==> config.mk <==
export PLATFORM = sky130hd
export DESIGN_NAME = sev_seg_scan_driver
export DESIGN_NICKNAME = d
export VERILOG_FILES = /design/src/rtl/sev_seg_scan_driver.sv
export SDC_FILE = /design/constraint.sdc
export NUM_CORES = 1
export LEC_CHECK = 0
export BUFFER_PORTS_ARGS = -buffer_cell sky130_fd_sc_hd__clkbuf_2
export CAP_MARGIN = 20
export CORE_UTILIZATION = 61
export DETAILED_ROUTE_END_ITERATION = 10
export PLACE_DENSITY = 0.8
export SYNTH_ARGS = -nofsm -noshare
export SYNTH_HDL_FRONTEND = slang
export SYNTH_SLANG_ARGS = --single-unit
==> constraint.sdc <==
create_clock -name clk -period 3.97 [get_ports clk]
set_input_delay 0.1985 -clock clk [delete_from_list [all_inputs] [get_ports clk]]
set_output_delay 0.1985 -clock clk [all_outputs]
set_load 0.1 [all_outputs]
==> src/rtl/sev_seg_scan_driver.sv <==
// Multi-digit seven-segment driver: serial double-dabble binary-to-BCD, sign and
// leading-zero handling, and a time-multiplexed scan onto one shared segment bus.
module sev_seg_scan_driver #(
   parameter int DATA_W      = 8,
   parameter int DIGITS      = 3,
   parameter int REFRESH_DIV = 50000,
   parameter int ACT_HIGH    = 1
) (
   input  logic              clk,
   input  logic              rst_n,
   input  logic              load,
   input  logic [DATA_W-1:0] value,
   input  logic              is_neg,
   input  logic              blank_lz,
   output logic              busy,
   output logic              overflow,
   output logic [6:0]        seg,
   output logic [DIGITS-1:0] dig_en
);

   localparam int BCD_N  = DATA_W / 3 + 1;
   localparam int SCR_W  = 4 * BCD_N;
   localparam int CNT_W  = $clog2(REFRESH_DIV);
   localparam int IDX_W  = $clog2(DIGITS);
   localparam int STEP_W = $clog2(DATA_W);

   localparam logic [6:0] SEG_MINUS = 7'b1000000;
   localparam logic [6:0] SEG_BLANK = 7'b0000000;

   typedef enum logic [1:0] {IDLE, CONV, COMMIT} state_t;

   state_t              state_q, state_d;
   logic [DATA_W-1:0]   val_q, val_d;
   logic                neg_q, neg_d;
   logic [SCR_W-1:0]    bcd_q, bcd_d;
   logic [STEP_W-1:0]   step_q, step_d;
   logic [6:0]          disp_q [DIGITS];
   logic [6:0]          disp_d [DIGITS];
   logic                ovf_q, ovf_d;
   logic [CNT_W-1:0]    cnt_q, cnt_d;
   logic [IDX_W-1:0]    idx_q, idx_d;
   logic [3:0]          nib [DIGITS];
   int                  sig_n;
   logic [6:0]          seg_raw;
   logic [DIGITS-1:0]   dig_raw;

   function automatic logic [6:0] seg_code(input logic [3:0] d);
      case (d)
         4'd0: seg_code = 7'b0111111;
         4'd1: seg_code = 7'b0000110;
         4'd2: seg_code = 7'b1011011;
         4'd3: seg_code = 7'b1001111;
         4'd4: seg_code = 7'b1100110;
         4'd5: seg_code = 7'b1101101;
         4'd6: seg_code = 7'b1111101;
         4'd7: seg_code = 7'b0000111;
         4'd8: seg_code = 7'b1111111;
         4'd9: seg_code = 7'b1100111;
         default: seg_code = SEG_BLANK;
      endcase
   endfunction

   // One double-dabble step: +3 on every nibble >= 5, then shift in the next bit.
   function automatic logic [SCR_W-1:0] dabble_step(input logic [SCR_W-1:0] b, input logic bit_in);
      logic [SCR_W-1:0] adj;
      for (int i = 0; i < BCD_N; i++)
         adj[4*i +: 4] = (b[4*i +: 4] >= 4'd5) ? b[4*i +: 4] + 4'd3 : b[4*i +: 4];
      dabble_step = {adj[SCR_W-2:0], bit_in};
   endfunction

   assign busy = (state_q != IDLE);

   always_comb begin
      state_d = state_q;
      val_d   = val_q;
      neg_d   = neg_q;
      bcd_d   = bcd_q;
      step_d  = step_q;
      case (state_q)
         IDLE: begin
            if (load) begin
               val_d   = value;
               neg_d   = is_neg;
               bcd_d   = '0;
               step_d  = '0;
               state_d = CONV;
            end
         end
         CONV: begin
            bcd_d  = dabble_step(bcd_q, val_q[DATA_W-1]);
            val_d  = {val_q[DATA_W-2:0], 1'b0};
            step_d = step_q + 1'b1;
            if (step_q == STEP_W'(DATA_W - 1))
               state_d = COMMIT;
         end
         COMMIT:  state_d = IDLE;
         default: state_d = IDLE;
      endcase
   end

   genvar gi;
   generate
      for (gi = 0; gi < DIGITS; gi++) begin : g_nib
         if (gi < BCD_N) begin : g_in
            assign nib[gi] = bcd_q[4*gi +: 4];
         end else begin : g_pad
            assign nib[gi] = 4'd0;
         end
         assign dig_raw[gi] = (idx_q == IDX_W'(gi));
      end
   endgenerate

   // Significant digit count over the whole scratch; zero still counts as one digit.
   always_comb begin
      sig_n = 1;
      for (int i = 0; i < BCD_N; i++)
         if (bcd_q[4*i +: 4] != 4'd0)
            sig_n = i + 1;
   end

   always_comb begin
      disp_d = disp_q;
      ovf_d  = ovf_q;
      if (state_q == COMMIT) begin
         ovf_d = (sig_n > DIGITS) || (neg_q && sig_n >= DIGITS);
         for (int i = 0; i < DIGITS; i++) begin
            if (ovf_d)
               disp_d[i] = SEG_MINUS;
            else if (neg_q && (blank_lz ? (i == sig_n) : (i == DIGITS - 1)))
               disp_d[i] = SEG_MINUS;
            else if (!blank_lz || i < sig_n)
               disp_d[i] = seg_code(nib[i]);
            else
               disp_d[i] = SEG_BLANK;
         end
      end
   end

   always_comb begin
      cnt_d = cnt_q + 1'b1;
      idx_d = idx_q;
      if (cnt_q == CNT_W'(REFRESH_DIV - 1)) begin
         cnt_d = '0;
         idx_d = (idx_q == IDX_W'(DIGITS - 1)) ? '0 : idx_q + 1'b1;
      end
   end

   always_ff @(posedge clk or negedge rst_n) begin
      if (!rst_n) begin
         state_q <= IDLE;
         val_q   <= '0;
         neg_q   <= 1'b0;
         bcd_q   <= '0;
         step_q  <= '0;
         ovf_q   <= 1'b0;
         cnt_q   <= '0;
         idx_q   <= '0;
         for (int i = 0; i < DIGITS; i++)
            disp_q[i] <= SEG_BLANK;
      end else begin
         state_q <= state_d;
         val_q   <= val_d;
         neg_q   <= neg_d;
         bcd_q   <= bcd_d;
         step_q  <= step_d;
         ovf_q   <= ovf_d;
         cnt_q   <= cnt_d;
         idx_q   <= idx_d;
         for (int i = 0; i < DIGITS; i++)
            disp_q[i] <= disp_d[i];
      end
   end

   // Segment data and enable both come straight from registers, so they switch together.
   always_comb begin
      seg_raw = SEG_BLANK;
      for (int i = 0; i < DIGITS; i++)
         if (idx_q == IDX_W'(i))
            seg_raw = disp_q[i];
   end

   assign overflow = ovf_q;

   generate
      if (ACT_HIGH != 0) begin : g_pos
         assign seg    = seg_raw;
         assign dig_en = dig_raw;
      end else begin : g_neg
         assign seg    = ~seg_raw;
         assign dig_en = ~dig_raw;
      end
   endgenerate

endmodule

# After elaboration in Yosys (flattened, before gate mapping)
# Memories as Yosys holds them, arrays and structs flattened.
# Cells that the tools add are included.
classes:
  mux: 31
  shift: 0
  magnitude_cmp: 8
  reduce_logical: 19
  bitwise: 0
  multipliers: 0
  eq_ne: 10
  n_addsub: 6
  div: 0
ops:
  columns: ["cell", "n"]
  rows:
  - ["$mux W7", 12]
  - ["$eq A2 B32 Y1 const A", 1]
  - ["$eq A3 B32 Y1 const A", 1]
  - ["$ge A32 B3 Y1 const B", 1]
  - ["$gt A32 B3 Y1 const B", 1]
  - ["$logic_not A32 Y1", 1]
  - ["$lt A1 B32 Y1 const A", 1]
  - ["$lt A2 B32 Y1 const A", 1]
  - ["$lt A3 B32 Y1 const A", 1]
  - ["$mux W32", 1]
  - ["$pmux W12 S2", 1]
  - ["$add A16 B1 Y16 const B", 1]
  - ["$eq A16 B16 Y1 const B", 1]
  - ["$mux W16", 1]
  - ["$pmux W8 S2", 1]
  - ["$ge A4 B3 Y1 const B", 3]
  - ["$mux W12", 1]
  - ["$add A4 B2 Y4 const B", 2]
  - ["$mux W2", 4]
  - ["$mux W4", 2]
  - ["$mux W8", 1]
  - ["$reduce_bool A4 Y1", 2]
  - ["$mux W3", 2]
  - ["$pmux W3 S2", 1]
  - ["15 further kinds", 30]
totals:
  ramBits: 0
  word_cells: 88
  register_bits: 66
  latchBits: 0
  mem_count: 3
  mem_bits_ro: 336
memory_table:
  columns: ["memory", "depth", "width", "read_ports", "rd_ports_with_merged_regs", "wr", "line_no", "rtl"]
  rows:
  - ["(no name shown)", 16, 7, 1, 0, 0, "48", "case (d)"]
  - ["(no name shown)", 16, 7, 1, 0, 0, "48", null]
  - ["(no name shown)", 16, 7, 1, 0, 0, "48", null]

# Depth between registers and ports, before layout
logic_depth:
  word_depth: 8
  ltp_mapped: 6

# Worst setup path after synthesis
# OpenSTA, ideal clock, no wires.
synth_timing:
  path_type: "register to output"
  start: "register idx_q[0]"
  end: "output port seg[0]"
  arrival_time_ns: 2.778
  path_stages_with_launch: 4
  slack_ns: 0.994
  required_ns: 3.772
  path_cell_list: "dfrtp_1 buf_2 mux2i_1 o21ai_0"
synth_via:
  elab_chain_cells: 4
synth_rtl:
  columns: ["item", "line_no", "rtl"]
  rows:
  - ["start: declaration", "41", "logic [IDX_W-1:0] idx_q, idx_d;"]
  - ["start signal: assignment", "168", "idx_q <= idx_d;"]
  - ["$logic_not A2 Y1", "178", "if (idx_q == IDX_W'(i))"]
  - ["$mux W7 (2 in a row)", "178", null]
  - ["$mux W7 (*)", "178", null]
  - ["end: declaration", "17", "output logic [6:0] seg,"]
# Mark *: on every way between the ends. The rest lies on a longest branch, timed or not.

# Worst setup path after layout
layout_timing:
  start: "register idx_q[0]"
  end: "output port seg[1]"
# The elaborated chain is that of the path after synthesis.

==> results_dict.tcl <==
set metrics [dict create \
    synth_fp_nets 417 \
    clock_latency_ns 0.35 \
    min_from "is_neg" \
    wl_per_cell_um 15.0 \
    fillers 412 \
    route.detailed.drc 0 \
    initial_utilization 0.646 \
    boundaryPins 25 \
    cp.arrival_ns 2.08 \
    syn-cell-area_mm2 0.00364 \
    use_met1 0.349 \
    whs_path_depth 2 \
    via_per_inst 5.82 \
    grt_max_degree 43 \
    synth_edf_count 0 \
    syn_avg_cell_area_um2 9.49 \
    power_density_mw_per_mm2 740 \
    grt_overflow 0 \
    maxCapViolations 0 \
    use_met2 0.391 \
    final_nets 435 \
    die_y_um 79.3 \
    finalHoldViolations 0 \
    htreeDepth 3 \
    leakagePower_nw 1.82 \
    tightest_slew_ns 0.970 \
    die_w_um 79.3 \
    grt.busiest_layer "met2" \
    yosys_register_bits 66 \
    core-area_mm2 0.00564 \
    final_cells 479 \
    place_congestion 0.816 \
    r2r_slack_ns 1.81 \
    status "finished clean" \
    tns_ns 0 \
    rsz0062_at_grt "no" \
    grt_util_all_layers 0.255 \
    dr.pass1.iters 5 \
    hp-class "primary input to flip-flop" \
    drtIter0Drc 162 \
    path_max_fanout 11 \
    reg2reg_from "state_q[1]" \
    final_antenna_net_count 0 \
    rows 27 \
    ys_warn_count 0 \
    drive_above_1_share 0.120 \
    r2r_cells 3 \
    netlist_instances 384 \
    routed_wirelength_um 7190 \
    setup_viol 0 \
    synth_cell_types 49 \
    post-place-cells 460 \
    min_period_ns 2.28 \
    cts_setup_buffers 0 \
    r2r_end "disp_q[5]" \
    cts_sinks 66 \
    synth_top_flop_cell "dfrtp_1" \
    syn_to_final_growth_pct 9.75 \
    ctsRootBufferMaster "clkbuf_8" \
    numCtsBuffers 9 \
    port_buffers 24 \
    dp_hpwl_um 4980 \
    critical_path_class "flip-flop to output pin" \
    antenna_found_initial 0 \
    cp.required_ns 3.77 \
    clock.fmax_mhz 438 \
    max_slew_margin 0.353 \
    ir_drop_v 0.000512 \
    drv_slew 0 \
    dieArea_mm2 0.00629 \
    antennaDiodeCount 0 \
    clkTransAtPathRegs_ns 0.06 \
    cp-end-kind "output pin" \
    grt_use_met3 0.0575 \
    async_reset_ff_frac 1.00 \
    clock_path_buffers 2 \
    finalCritPeriodShare 0.575 \
    start_kind "flip-flop" \
    yosysSeqAreaShare 0.453 \
    grt_pass1_wl_um 12200 \
    vias 2789 \
    cts_tree "done" \
    fin_skew_ns 0.0113 \
    holdPathEnd "neg_q" \
    grt_pass1_vias 2635 \
]
sequential cells by signal (all words and copies together), names as in the netlist:
name      count
bcd_q        12
cnt_q        16
disp_q       21
idx_q         2
neg_q         1
overflow      1
state_q       2
step_q        3
val_q         8
power by group:
group | internal [mW] | leakage, nW | switching (mW)
registers | 0.886 | 0.828 | 0.261
clock network | 0.324 | 0.101 | 0.248
logic | 0.457 | 0.895 | 0.785
cells in the mapped netlist, types with 7 or more instances:
| master | instances | area [µm²] |
|---|---|---|
| o21ai_0 | 43 | 215 |
| xnor2_1 | 10 | 87.6 |
| nand2b_1 | 10 | 62.6 |
| mux2i_1 | 13 | 130 |
| nor2_1 | 22 | 82.6 |
| nand2_1 | 43 | 161 |
| clkbuf_1 | 13 | 48.8 |
| a22oi_1 | 7 | 52.6 |
| nor2b_1 | 16 | 100 |
| dfrtp_1 | 66 | 1650 |
| a21oi_1 | 22 | 110 |
| ha_1 | 20 | 250 |
| inv_1 | 14 | 52.6 |
| nor3_1 | 7 | 35.0 |
| a22o_1 | 7 | 61.3 |
cell type report:
cell class | instances | area, µm² | area share
timing repair buffer | 28 | 165 | 0.0413
sequential | 66 | 1650 | 0.413
tap | 72 | 90.1 | 0.0225
clock inverter | 2 | 35.0 | 0.00876
clock buffer | 14 | 163 | 0.0407
multi-input combinational | 283 | 1840 | 0.461
inverter | 14 | 52.6 | 0.0131
worst max path at each step:
stage,cells after the start,from,to
final,4,idx_q[0],seg[1]
after global routing,4,idx_q[0],seg[6]
after CTS,4,idx_q[0],seg[1]
after detailed placement,3,state_q[1],disp_q[5]
after global placement,3,state_q[1],disp_q[2]
after floorplan,3,idx_q[0],seg[0]
metrics by stage:
stage                     power, mW  hold WS [ns]  setup slack (ns)   util  instance area, µm²
after floorplan                2.12       -0.0971             0.994      -                3640
after global placement         2.34         0.414              1.90  0.667                3760
after detailed placement       2.38         0.424              1.82  0.667                3760
after CTS                      2.96        0.0446              1.69  0.702                3960
after global routing           3.17        0.0809              1.57  0.709                4000
final                          2.96        0.0873              1.69  0.709                4000
metal layers:
metal / vias up / wire length (µm)
li1: 1375 / -
met1: 1323 / 3530
met2: 76 / 3230
met3: 15 / 306
met4: 0 / 122
met5: - / 0
critical path: stages (launching register included):
cell	delay [ns]
dfrtp_1	0.54
nor2b_1	0.48
nand2_1	0.12
o21ai_0	0.11
clkbuf_2	0.49
placed cells by master (no fill, tap or decap), types with 10 or more instances in the layout:
cell type   n
a21oi_1    22
clkbuf_2   24
clkbuf_8   11
dfrtp_1    66
ha_1       20
inv_1      14
mux2i_1    13
nand2_1    43
nand2b_1   10
nor2_1     22
nor2b_1    16
o21ai_0    43
xnor2_1    10
repair_timing:
item | in CTS | in global routing
setup endpoints to repair | 0 | 0
hold endpoints to repair | 0 | 12
hold buffers | 0 | 1
resized for setup | 0 | 0
logic make-up after synthesis:
logic type	after synthesis	share of synthesized area
multiplexers	16	0.0450
adder cells (fa/ha/maj)	20	0.0687
flip-flops	66	0.453
XOR/XNOR	16	0.0384
AND/OR/NAND/NOR	132	0.191
buffers and inverters	35	0.0412
AO/OA/AOI/OAI	99	0.163
No activity file was read; power rests on OpenSTA's default activity.
